===== config.mk =====
export PLATFORM = sky130hd
export DESIGN_NAME = spi_dac_receiver
export DESIGN_NICKNAME = d
export VERILOG_FILES = /design/src/rtl/spi_dac_pkg.sv /design/src/rtl/sync_edge_detect.sv /design/src/rtl/spi_dac_receiver.sv
export SDC_FILE = /design/constraint.sdc
export NUM_CORES = 1
export LEC_CHECK = 0
export CORE_UTILIZATION = 35
export DETAILED_ROUTE_END_ITERATION = 10
export GPL_TIMING_DRIVEN = 0
export PLACE_DENSITY = 0.66
export SYNTH_ARGS = -nofsm -noshare
export SYNTH_HDL_FRONTEND = slang
export SYNTH_SLANG_ARGS = --single-unit
export TNS_END_PERCENT = 100

===== constraint.sdc =====
create_clock -name sysclk -period 2.1 [get_ports sysclk]
set_input_delay 0.42 -clock sysclk [delete_from_list [all_inputs] [get_ports sysclk]]
set_output_delay 0.42 -clock sysclk [all_outputs]
set_load 0.02 [all_outputs]

===== src/rtl/spi_dac_pkg.sv =====
// Shared types and constants for the SPI DAC receiver.
// Frame layout: [FRAME_BITS-1 -: CTRL_W] control, [DATA_W-1:0] sample.
package spi_dac_pkg;

  localparam int FRAME_BITS_DEF = 16;
  localparam int CTRL_W_DEF     = 4;
  localparam int DATA_W_DEF     = 12;

  localparam logic [3:0] CTRL_WRITE        = 4'h0;
  localparam logic [3:0] CTRL_UPDATE       = 4'h1;
  localparam logic [3:0] CTRL_WRITE_UPDATE = 4'h3;
  localparam logic [3:0] CTRL_POWER_DOWN   = 4'hF;

  typedef enum logic [1:0] {
    ST_ARM,
    ST_IDLE,
    ST_SHIFT,
    ST_DONE
  } state_e;

endpackage


===== src/rtl/sync_edge_detect.sv =====
// Two-flop synchronizer plus previous-value register.
// Provides the synchronized level and single-cycle rise/fall strobes.
module sync_edge_detect #(
  parameter logic RST_VAL = 1'b0
) (
  input  logic clk,
  input  logic reset,
  input  logic din,
  output logic level,
  output logic rise,
  output logic fall
);

  logic s1_q, s1_d;
  logic s2_q, s2_d;
  logic prev_q, prev_d;

  // Next values of the synchronizer chain
  always_comb begin
    s1_d   = din;
    s2_d   = s1_q;
    prev_d = s2_q;
  end

  // Synchronizer and edge-history registers
  always_ff @(posedge clk) begin
    if (reset) begin
      s1_q   <= RST_VAL;
      s2_q   <= RST_VAL;
      prev_q <= RST_VAL;
    end else begin
      s1_q   <= s1_d;
      s2_q   <= s2_d;
      prev_q <= prev_d;
    end
  end

  assign level = s2_q;
  assign rise  = s2_q & ~prev_q;
  assign fall  = ~s2_q & prev_q;

endmodule


===== src/rtl/spi_dac_receiver.sv =====
// Oversampled SPI slave modelling the DAC input of the DDS link.
// Deserializes frames, flags malformed ones and counts good ones.
module spi_dac_receiver
  import spi_dac_pkg::*;
#(
  parameter int   FRAME_BITS     = FRAME_BITS_DEF,
  parameter int   DATA_W         = DATA_W_DEF,
  parameter int   CTRL_W         = CTRL_W_DEF,
  parameter bit   SAMPLE_ON_FALL = 1'b1,
  parameter logic SCK_IDLE       = 1'b0
) (
  input  logic              sysclk,
  input  logic              reset,
  input  logic              spi_sck,
  input  logic              spi_cs,
  input  logic              spi_mosi,
  output logic [DATA_W-1:0] sample_data,
  output logic [CTRL_W-1:0] sample_ctrl,
  output logic              sample_valid,
  output logic              frame_error,
  output logic [15:0]       frame_count,
  output logic              busy
);

  localparam int CNT_W = $clog2(FRAME_BITS + 2);
  localparam logic [CNT_W-1:0] CNT_FULL = CNT_W'(FRAME_BITS);
  localparam logic [CNT_W-1:0] CNT_MAX  = CNT_W'(FRAME_BITS + 1);

  logic cs_lvl, cs_rise, cs_fall;
  logic sck_lvl, sck_rise, sck_fall;
  logic mosi_lvl, mosi_rise, mosi_fall;
  logic cap;
  logic unused_edges;

  state_e                state_q, state_d;
  logic [CNT_W-1:0]      cnt_q, cnt_d;
  logic [FRAME_BITS-1:0] shreg_q, shreg_d;
  logic [1:0]            arm_q, arm_d;
  logic [DATA_W-1:0]     data_q, data_d;
  logic [CTRL_W-1:0]     ctrl_q, ctrl_d;
  logic                  valid_q, valid_d;
  logic                  err_q, err_d;
  logic [15:0]           count_q, count_d;

  sync_edge_detect #(.RST_VAL(1'b1)) u_cs (
    .clk   (sysclk),
    .reset (reset),
    .din   (spi_cs),
    .level (cs_lvl),
    .rise  (cs_rise),
    .fall  (cs_fall)
  );

  sync_edge_detect #(.RST_VAL(SCK_IDLE)) u_sck (
    .clk   (sysclk),
    .reset (reset),
    .din   (spi_sck),
    .level (sck_lvl),
    .rise  (sck_rise),
    .fall  (sck_fall)
  );

  sync_edge_detect #(.RST_VAL(1'b0)) u_mosi (
    .clk   (sysclk),
    .reset (reset),
    .din   (spi_mosi),
    .level (mosi_lvl),
    .rise  (mosi_rise),
    .fall  (mosi_fall)
  );

  assign unused_edges = ^{sck_lvl, mosi_rise, mosi_fall};
  assign cap = SAMPLE_ON_FALL ? sck_fall : sck_rise;

  // Frame FSM: next state, shifter, counters and output strobes
  always_comb begin
    state_d = state_q;
    cnt_d   = cnt_q;
    shreg_d = shreg_q;
    arm_d   = arm_q;
    data_d  = data_q;
    ctrl_d  = ctrl_q;
    valid_d = 1'b0;
    err_d   = 1'b0;
    count_d = count_q;
    unique case (state_q)
      ST_ARM: begin
        // cs sync chain resets high; let the pin value
        // flush through before trusting the level
        if (arm_q != 2'd2) begin
          arm_d = arm_q + 2'd1;
        end else if (cs_lvl) begin
          state_d = ST_IDLE;
        end
      end
      ST_IDLE: begin
        if (cs_fall) begin
          state_d = ST_SHIFT;
          cnt_d   = '0;
          shreg_d = '0;
        end
      end
      ST_SHIFT: begin
        if (cs_rise) begin
          state_d = ST_DONE;
        end else if (cap) begin
          shreg_d = {shreg_q[FRAME_BITS-2:0], mosi_lvl};
          if (cnt_q != CNT_MAX) begin
            cnt_d = cnt_q + CNT_W'(1);
          end
        end
      end
      ST_DONE: begin
        state_d = ST_IDLE;
        if (cnt_q == CNT_FULL) begin
          data_d  = shreg_q[DATA_W-1:0];
          ctrl_d  = shreg_q[FRAME_BITS-1 -: CTRL_W];
          valid_d = 1'b1;
          count_d = count_q + 16'd1;
        end else begin
          err_d = 1'b1;
        end
      end
      default: state_d = ST_ARM;
    endcase
  end

  // State and output registers, synchronous reset
  always_ff @(posedge sysclk) begin
    if (reset) begin
      state_q <= ST_ARM;
      cnt_q   <= '0;
      shreg_q <= '0;
      arm_q   <= '0;
      data_q  <= '0;
      ctrl_q  <= '0;
      valid_q <= 1'b0;
      err_q   <= 1'b0;
      count_q <= '0;
    end else begin
      state_q <= state_d;
      cnt_q   <= cnt_d;
      shreg_q <= shreg_d;
      arm_q   <= arm_d;
      data_q  <= data_d;
      ctrl_q  <= ctrl_d;
      valid_q <= valid_d;
      err_q   <= err_d;
      count_q <= count_d;
    end
  end

  assign sample_data  = data_q;
  assign sample_ctrl  = ctrl_q;
  assign sample_valid = valid_q;
  assign frame_error  = err_q;
  assign frame_count  = count_q;
  assign busy         = (state_q == ST_SHIFT);

endmodule


==> impl_metrics.toml, run 1 <==
[outcome]
outcome = "completed"

[job]
drv_cap = 0

[floorplanning]
fp.dieArea_um2 = 8670
ioPinCount = 40
die_width_um = 93.1
coreArea_um2 = 7890
initial_core_util_pct = 36.8
rows = 32
fp.dieH_um = 93.1

[worst_setup_path]
r2r_slack_ps = 90
r2r-end = "frame_count[15]"
crit_fanout = 10
worstPathArrival_ps = 2280
worst-path-stages = 7
crit_required_ps = 2370
critPathBufInv = 2
cp_slowest_stage_delay_ps = 500
cp_top_family = "simple AND/OR/NAND/NOR gates"
critPathSlowestCell = "or4_1"
worstSetupStartpointType = "flop"
endpoint = "frame_count[15]"
r2r-start = "cnt_q[1]"
worstPathCellList = "inv_1 -> ha_1 -> nand4bb_1 -> buf_4 -> or3_4 -> or4_1 -> a21oi_2"
crit_path_end_kind = "flop"
crit_type = "reg -> reg"
crit_path_start = "cnt_q[1]"
rr_worst_depth = 7

[grt]
grt_first_pass_wirelength_mm = 11.1
grt_max_degree = 13
grt_pass1_vias = 2366
grt_overflow = 0
antenna_found_initial = 0
grt_usage_pct = 16.3

[detailed_routing]
drt-initial-drc-count = 174
route.detailed.drc = 0
num_vias = 2555
firstDrtPassIters = 4
wl_mm = 6.39
postRouteAntennaNets = 0
drt-wirelength-per-cell_um = 12.8
viasPerCell = 5.12

[logic_synthesis]
syn_inst = 341
netlist.area_leader.share_pct = 46.2
ys_ff_latch = 67
yosys-top-cells-count = "dfxtp_1, nand2_1, a21oi_1"
synth-main-ff-cell = "dfxtp_1"
netlist_area_um2 = 2910
synthTopCellsByArea = "dfxtp_1, nand2_1, a21oi_1"
synth_nets = 355
synth.most_common_cell = "dfxtp_1"
syn_area_per_cell_um2 = 8.52
synth_cell_type_count = 37
ys_seq_area_share_pct = 46.2
synth_top_cell_by_area = "dfxtp_1"
synth-edff-count = 0
synth-async-reset-ratio_pct = 0
synth_warnings = 0

[power]
ir_drop_uv = 428
power.static_leakage_nw = 1.20
power.density_nw_per_um2 = 834

[cts]
cts_buffers = 9
clk_pin_slew_ps = 70
ctsHoldBuffers = 0
cts_sinks = 67
clockBufferDepth = 2
cts_tree = "done"
ctsHtreeMaxLevel = 3
insertion_delay_ps = 340
root_buffer = "clkbuf_8"

[layout]
num-nets-final = 406
layout-drive-gt1-share_pct = 10.3
area_delta_synth_final_pct = 26.8
nFillCells = 788
n_antenna_cell = 0
post-route-util_pct = 46.7
finalNonFillerCells = 499
postLayoutCellArea_um2 = 3680

[placed_design]
io_buffers = 39
hpwl_mm = 4.53
gp_congestion = 0.804
dpl.cell_count = 482
placed_cell_area_um2 = 3420

[timing]
post-route-period-util_pct = 95.5
slew_headroom_pct = 58.5
setup_viol = 0
min_period_ps = 2010
max_freq_mhz = 498
skew_ps = 12.4
fin_tns_setup_ps = 0
worst_pin_slew_ps = 623
rsz0062_at_grt = "false"
hold_viol_final = 0
slew_viol_final = 0
whs_ps = 413

[worst_hold_path]
min_path_type = "reg -> reg"
-- placed cells by master (no fill, tap or decap), types with 4 or more instances in the layout --
master | synthesis | layout
a21oi_1 | 39 | 38
nor2_1 | 16 | 15
nor2b_1 | 9 | 9
nand3_1 | 10 | 9
nand2_1 | 57 | 57
clkbuf_8 | 0 | 10
clkdlybuf4s50_1 | 0 | 38
xnor2_1 | 10 | 10
or3_1 | 5 | 5
clkbuf_2 | 0 | 7
or4_1 | 18 | 18
nor4_1 | 4 | 4
dfxtp_1 | 67 | 65
o31ai_1 | 20 | 20
nor3_1 | 4 | 4
o21ai_0 | 6 | 6
clkbuf_1 | 20 | 11
inv_1 | 11 | 11
ha_1 | 9 | 9
-- worst min path at each step --
stage                         start         end  slack, ps  depth (start not counted)
after floorplan           u_cs.s1_q  u_cs.level        390                          1
after global placement    u_cs.s1_q  u_cs.level        390                          1
after detailed placement  u_cs.s1_q  u_cs.level        400                          1
after CTS                 u_cs.s1_q  u_cs.level        410                          1
after global routing      u_cs.s1_q  u_cs.level        450                          1
final                     u_cs.s1_q  u_cs.level        410                          1
-- timing repair --
item                                   CTS  global route
pin swaps                                0             1
setup buffers                            0             1
resized for setup                        3            30
setup endpoints to repair               21            26
endpoints found under the hold margin    0             0
-- where the power goes --
part	internal, mW	switching, mW	leakage (nW)
logic	0.223	0.445	0.551
registers	1.31	0.0226	0.543
clock network	0.580	0.498	0.102
total	2.11	0.965	1.20
-- metal layers --
metal | track usage, % | wire length [µm] | up-vias
li1 | - | - | 1302
met3 | 4.39 | 253 | 6
met2 | 25.1 | 2900 | 58
met5 | 0 | 0 | -
met1 | 21.7 | 3170 | 1189
met4 | 6.28 | 72 | 0
-- registers in the layout (all words and copies together) (netlist names), 2 cells and up --
register     flops
sample_ctrl      4
shreg_q         16
frame_count     16
sample_data     12
cnt_q            5
state_q          2
arm_q            2
-- final cells by class --
type                    count  area, µm²  area share (%)
well taps                 102        128            3.46
clock buffers              10        138            3.74
flip-flops and latches     67       1340            36.5
plain buffers              24        113            3.06
clock inverters             6       65.1            1.77
multi-input cells         239       1460            39.5
inverters                  11       41.3            1.12
repair buffers             40        400            10.9
-- worst register-to-register path, cell delays in order, from the launching register on --
cell and delay, ps:
dfxtp_2 340, inv_1 80, ha_1 160, nand4bb_1 110, buf_4 190, or3_4 420
or4_1 500, a21oi_2 150
-- cell families (layout without fill, tap and decap cells) --
group / Yosys count / after routing / share of synthesized area [%]
adders and majority gates: 9 / 9 / 3.88
AOI/OAI and AO/OA: 75 / 75 / 15.9
and+or+nand+nor: 142 / 142 / 25.4
DFF: 67 / 67 / 46.2
muxes: 2 / 2 / 0.689
xor gates and xnor gates: 11 / 11 / 3.32
buffers and inverters: 35 / 91 / 4.65
-- metrics by stage --
stage / setup WS [ps] / total power [mW]
5_1_grt: 0.663 / 3.26
2_1_floorplan: 189 / 1.80
6_report: 93.7 / 3.07
3_3_place_gp: -104 / 1.95
3_5_place_dp: -104 / 1.96
4_1_cts: 2.94 / 3.05
No activity file was read; power rests on OpenSTA's default activity.
==> inputs of run 2 (changes only) <==
--- a/config.mk
+++ b/config.mk
@@ -5,10 +5,11 @@
 export SDC_FILE = /design/constraint.sdc
 export NUM_CORES = 1
 export LEC_CHECK = 0
-export CORE_UTILIZATION = 35
+export CORE_MARGIN = 3
+export CORE_UTILIZATION = 40
 export DETAILED_ROUTE_END_ITERATION = 10
 export GPL_TIMING_DRIVEN = 0
-export PLACE_DENSITY = 0.66
+export PLACE_DENSITY = 0.72
 export SYNTH_ARGS = -nofsm -noshare
 export SYNTH_HDL_FRONTEND = slang
 export SYNTH_SLANG_ARGS = --single-unit
==> impl_metrics.toml, run 2 (synthesis gave the netlist of run 1 again) <==
[outcome]
outcome = "completed"

[placed_design]
gp_congestion = 0.862
placed_cell_area_um2 = 3420
hpwl_mm = 4.42
io_buffers = 39

[layout]
layout-drive-gt1-share_pct = 10.7
layout_common_cells = "dfxtp_1, nand2_1, a21oi_1, clkdlybuf4s50_1, o31ai_1"
postLayoutCellArea_um2 = 3780
area_delta_synth_final_pct = 30.0
layout_commonest_cell = "dfxtp_1"
num-nets-final = 410
n_antenna_cell = 0
nFillCells = 668

[detailed_routing]
drt-initial-drc-count = 104
route.detailed.drc = 0
firstDrtPassIters = 4
drt-wirelength-per-cell_um = 13.0
viasPerCell = 5.18
postRouteAntennaNets = 0
num_vias = 2576
wl_mm = 6.47

[timing]
slew_viol_final = 0
setup_viol = 0
post-route-period-util_pct = 95.2
slew_headroom_pct = 64.9
max_freq_mhz = 500
whs_ps = 418
min_period_ps = 2000
skew_ps = 11.7
hold_viol_final = 0
worst_pin_slew_ps = 512

[power]
seqPwrFrac_pct = 37.8
p_clk_share_pct = 43.7
switching_share_pct = 27.5
ir_drop_uv = 522
power.density_nw_per_um2 = 932
power.static_leakage_nw = 1.23
p_sw_mw = 0.969
power_frac_comb_pct = 18.5
intPower_mw = 2.55

[grt]
grt_max_degree = 13
grt_pass1_vias = 2421
grt_overflow = 0
grt_first_pass_wirelength_mm = 11.2
antenna_found_initial = 0
grt_usage_pct = 16.4

[floorplanning]
fp.dieH_um = 91.2
rows = 30
initial_core_util_pct = 42.1
die_width_um = 91.2
coreArea_um2 = 6910
ioPinCount = 40
fp.dieArea_um2 = 8320

[worst_setup_path]
crit_fanout = 6
cp_slowest_stage_delay_ps = 470
worst-path-stages = 7
worstSetupStartpointType = "flop"
rr_worst_depth = 7
crit_path_end_kind = "flop"
crit_type = "reg -> reg"
cp_top_family = "simple AND/OR/NAND/NOR gates"
worstPathCellList = "inv_1 -> ha_2 -> nand4bb_1 -> buf_6 -> or3_4 -> or4_1 -> a21oi_1"
worstPathArrival_ps = 2270
critPathBufInv = 2
crit_required_ps = 2370
critPathSlowestCell = "or4_1"

[cts]
insertion_delay_ps = 350
clockBufferDepth = 2
cts_sinks = 67
ctsHtreeMaxLevel = 3
root_buffer = "clkbuf_8"
cts_tree = "done"
cts_buffers = 9
clk_pin_slew_ps = 70

[worst_hold_path]
hold_depth = 1
min_path_type = "reg -> reg"

[job]
drv_cap = 0
-- run 2: cell types whose count changed in the layout (fill, tap and decap cells not counted), sizes merged --
cell / previous run / this run
clkdlybuf4s50: 38 / 39
dlymetal6s2s: 1 / 0
buf: 6 / 9
bufinv: 1 / 5
clkinv: 4 / 2
clkinvlp: 1 / 0
-- run 2: final timing paths --
| check | from | end | slack (ps) |
|---|---|---|---|
| hold reg to reg | u_cs.s1_q | u_cs.level | 420 |
| setup reg to reg | cnt_q[1] | frame_count[15] | 100 |
| setup / recovery | cnt_q[1] | frame_count[15] | 100 |
| hold / removal | u_cs.s1_q | u_cs.level | 420 |
-- run 2: layout make-up --
cell class | instances | area (µm²) | share of cell area, %
multi-input cells | 239 | 1450 | 38.3
clock inverters | 7 | 164 | 4.34
plain buffers | 24 | 113 | 2.98
well taps | 96 | 120 | 3.18
inverters | 11 | 41.3 | 1.09
repair buffers | 44 | 425 | 11.3
clock buffers | 9 | 124 | 3.28
flip-flops and latches | 67 | 1340 | 35.6
-- run 2: through the flow --
stage / setup TNS, ps / power [mW] / setup WS [ps] / utilization [%] / cells
6_report: 0 / 3.52 / 101 / 54.7 / 497
5_1_grt: -85.8 / 3.69 / -71.1 / 54.7 / 497
4_1_cts: 0 / 3.49 / 5.30 / 53.7 / 492
3_5_place_dp: -92.5 / 1.95 / -52.5 / 49.5 / 476
3_3_place_gp: -741 / 1.95 / -90.3 / 49.5 / 476
2_1_floorplan: 0 / 1.80 / 189 / - / 341
-- run 2: what timing repair did --
| action | 4_1_cts | 5_1_grt |
|---|---|---|
| pin swaps | 0 | 2 |
| gates resized for setup | 3 | 24 |
| endpoints found under the hold margin | 0 | 0 |
| hold buffers | 0 | 0 |
| setup buffers | 0 | 4 |
| endpoints found under the setup margin | 21 | 34 |
| cloned | 0 | 1 |
-- run 2: power groups by stage --
stage / clock (mW) / sequential [mW] / combinational [mW]
after detailed placement: 0 / 1.36 / 0.589
after global routing: 1.62 / 1.33 / 0.733
final: 1.54 / 1.33 / 0.652
after CTS: 1.56 / 1.33 / 0.606
after floorplan: 0 / 1.35 / 0.443
after global placement: 0 / 1.36 / 0.591
-- run 2: worst reg2reg max path: stages, from the launching register on --
cell	delay (ps)
dfxtp_2	340
inv_1	80
ha_2	170
nand4bb_1	160
buf_6	180
or3_4	410
or4_1	470
a21oi_1	120
-- run 2: layer usage --
metal	track usage [%]	up-vias	part of all wire, %
li1	-	1327	-
met4	6.53	0	0.83
met2	25.3	44	46
met1	21.5	1200	49
met5	0	-	0
met3	4.56	5	4.1
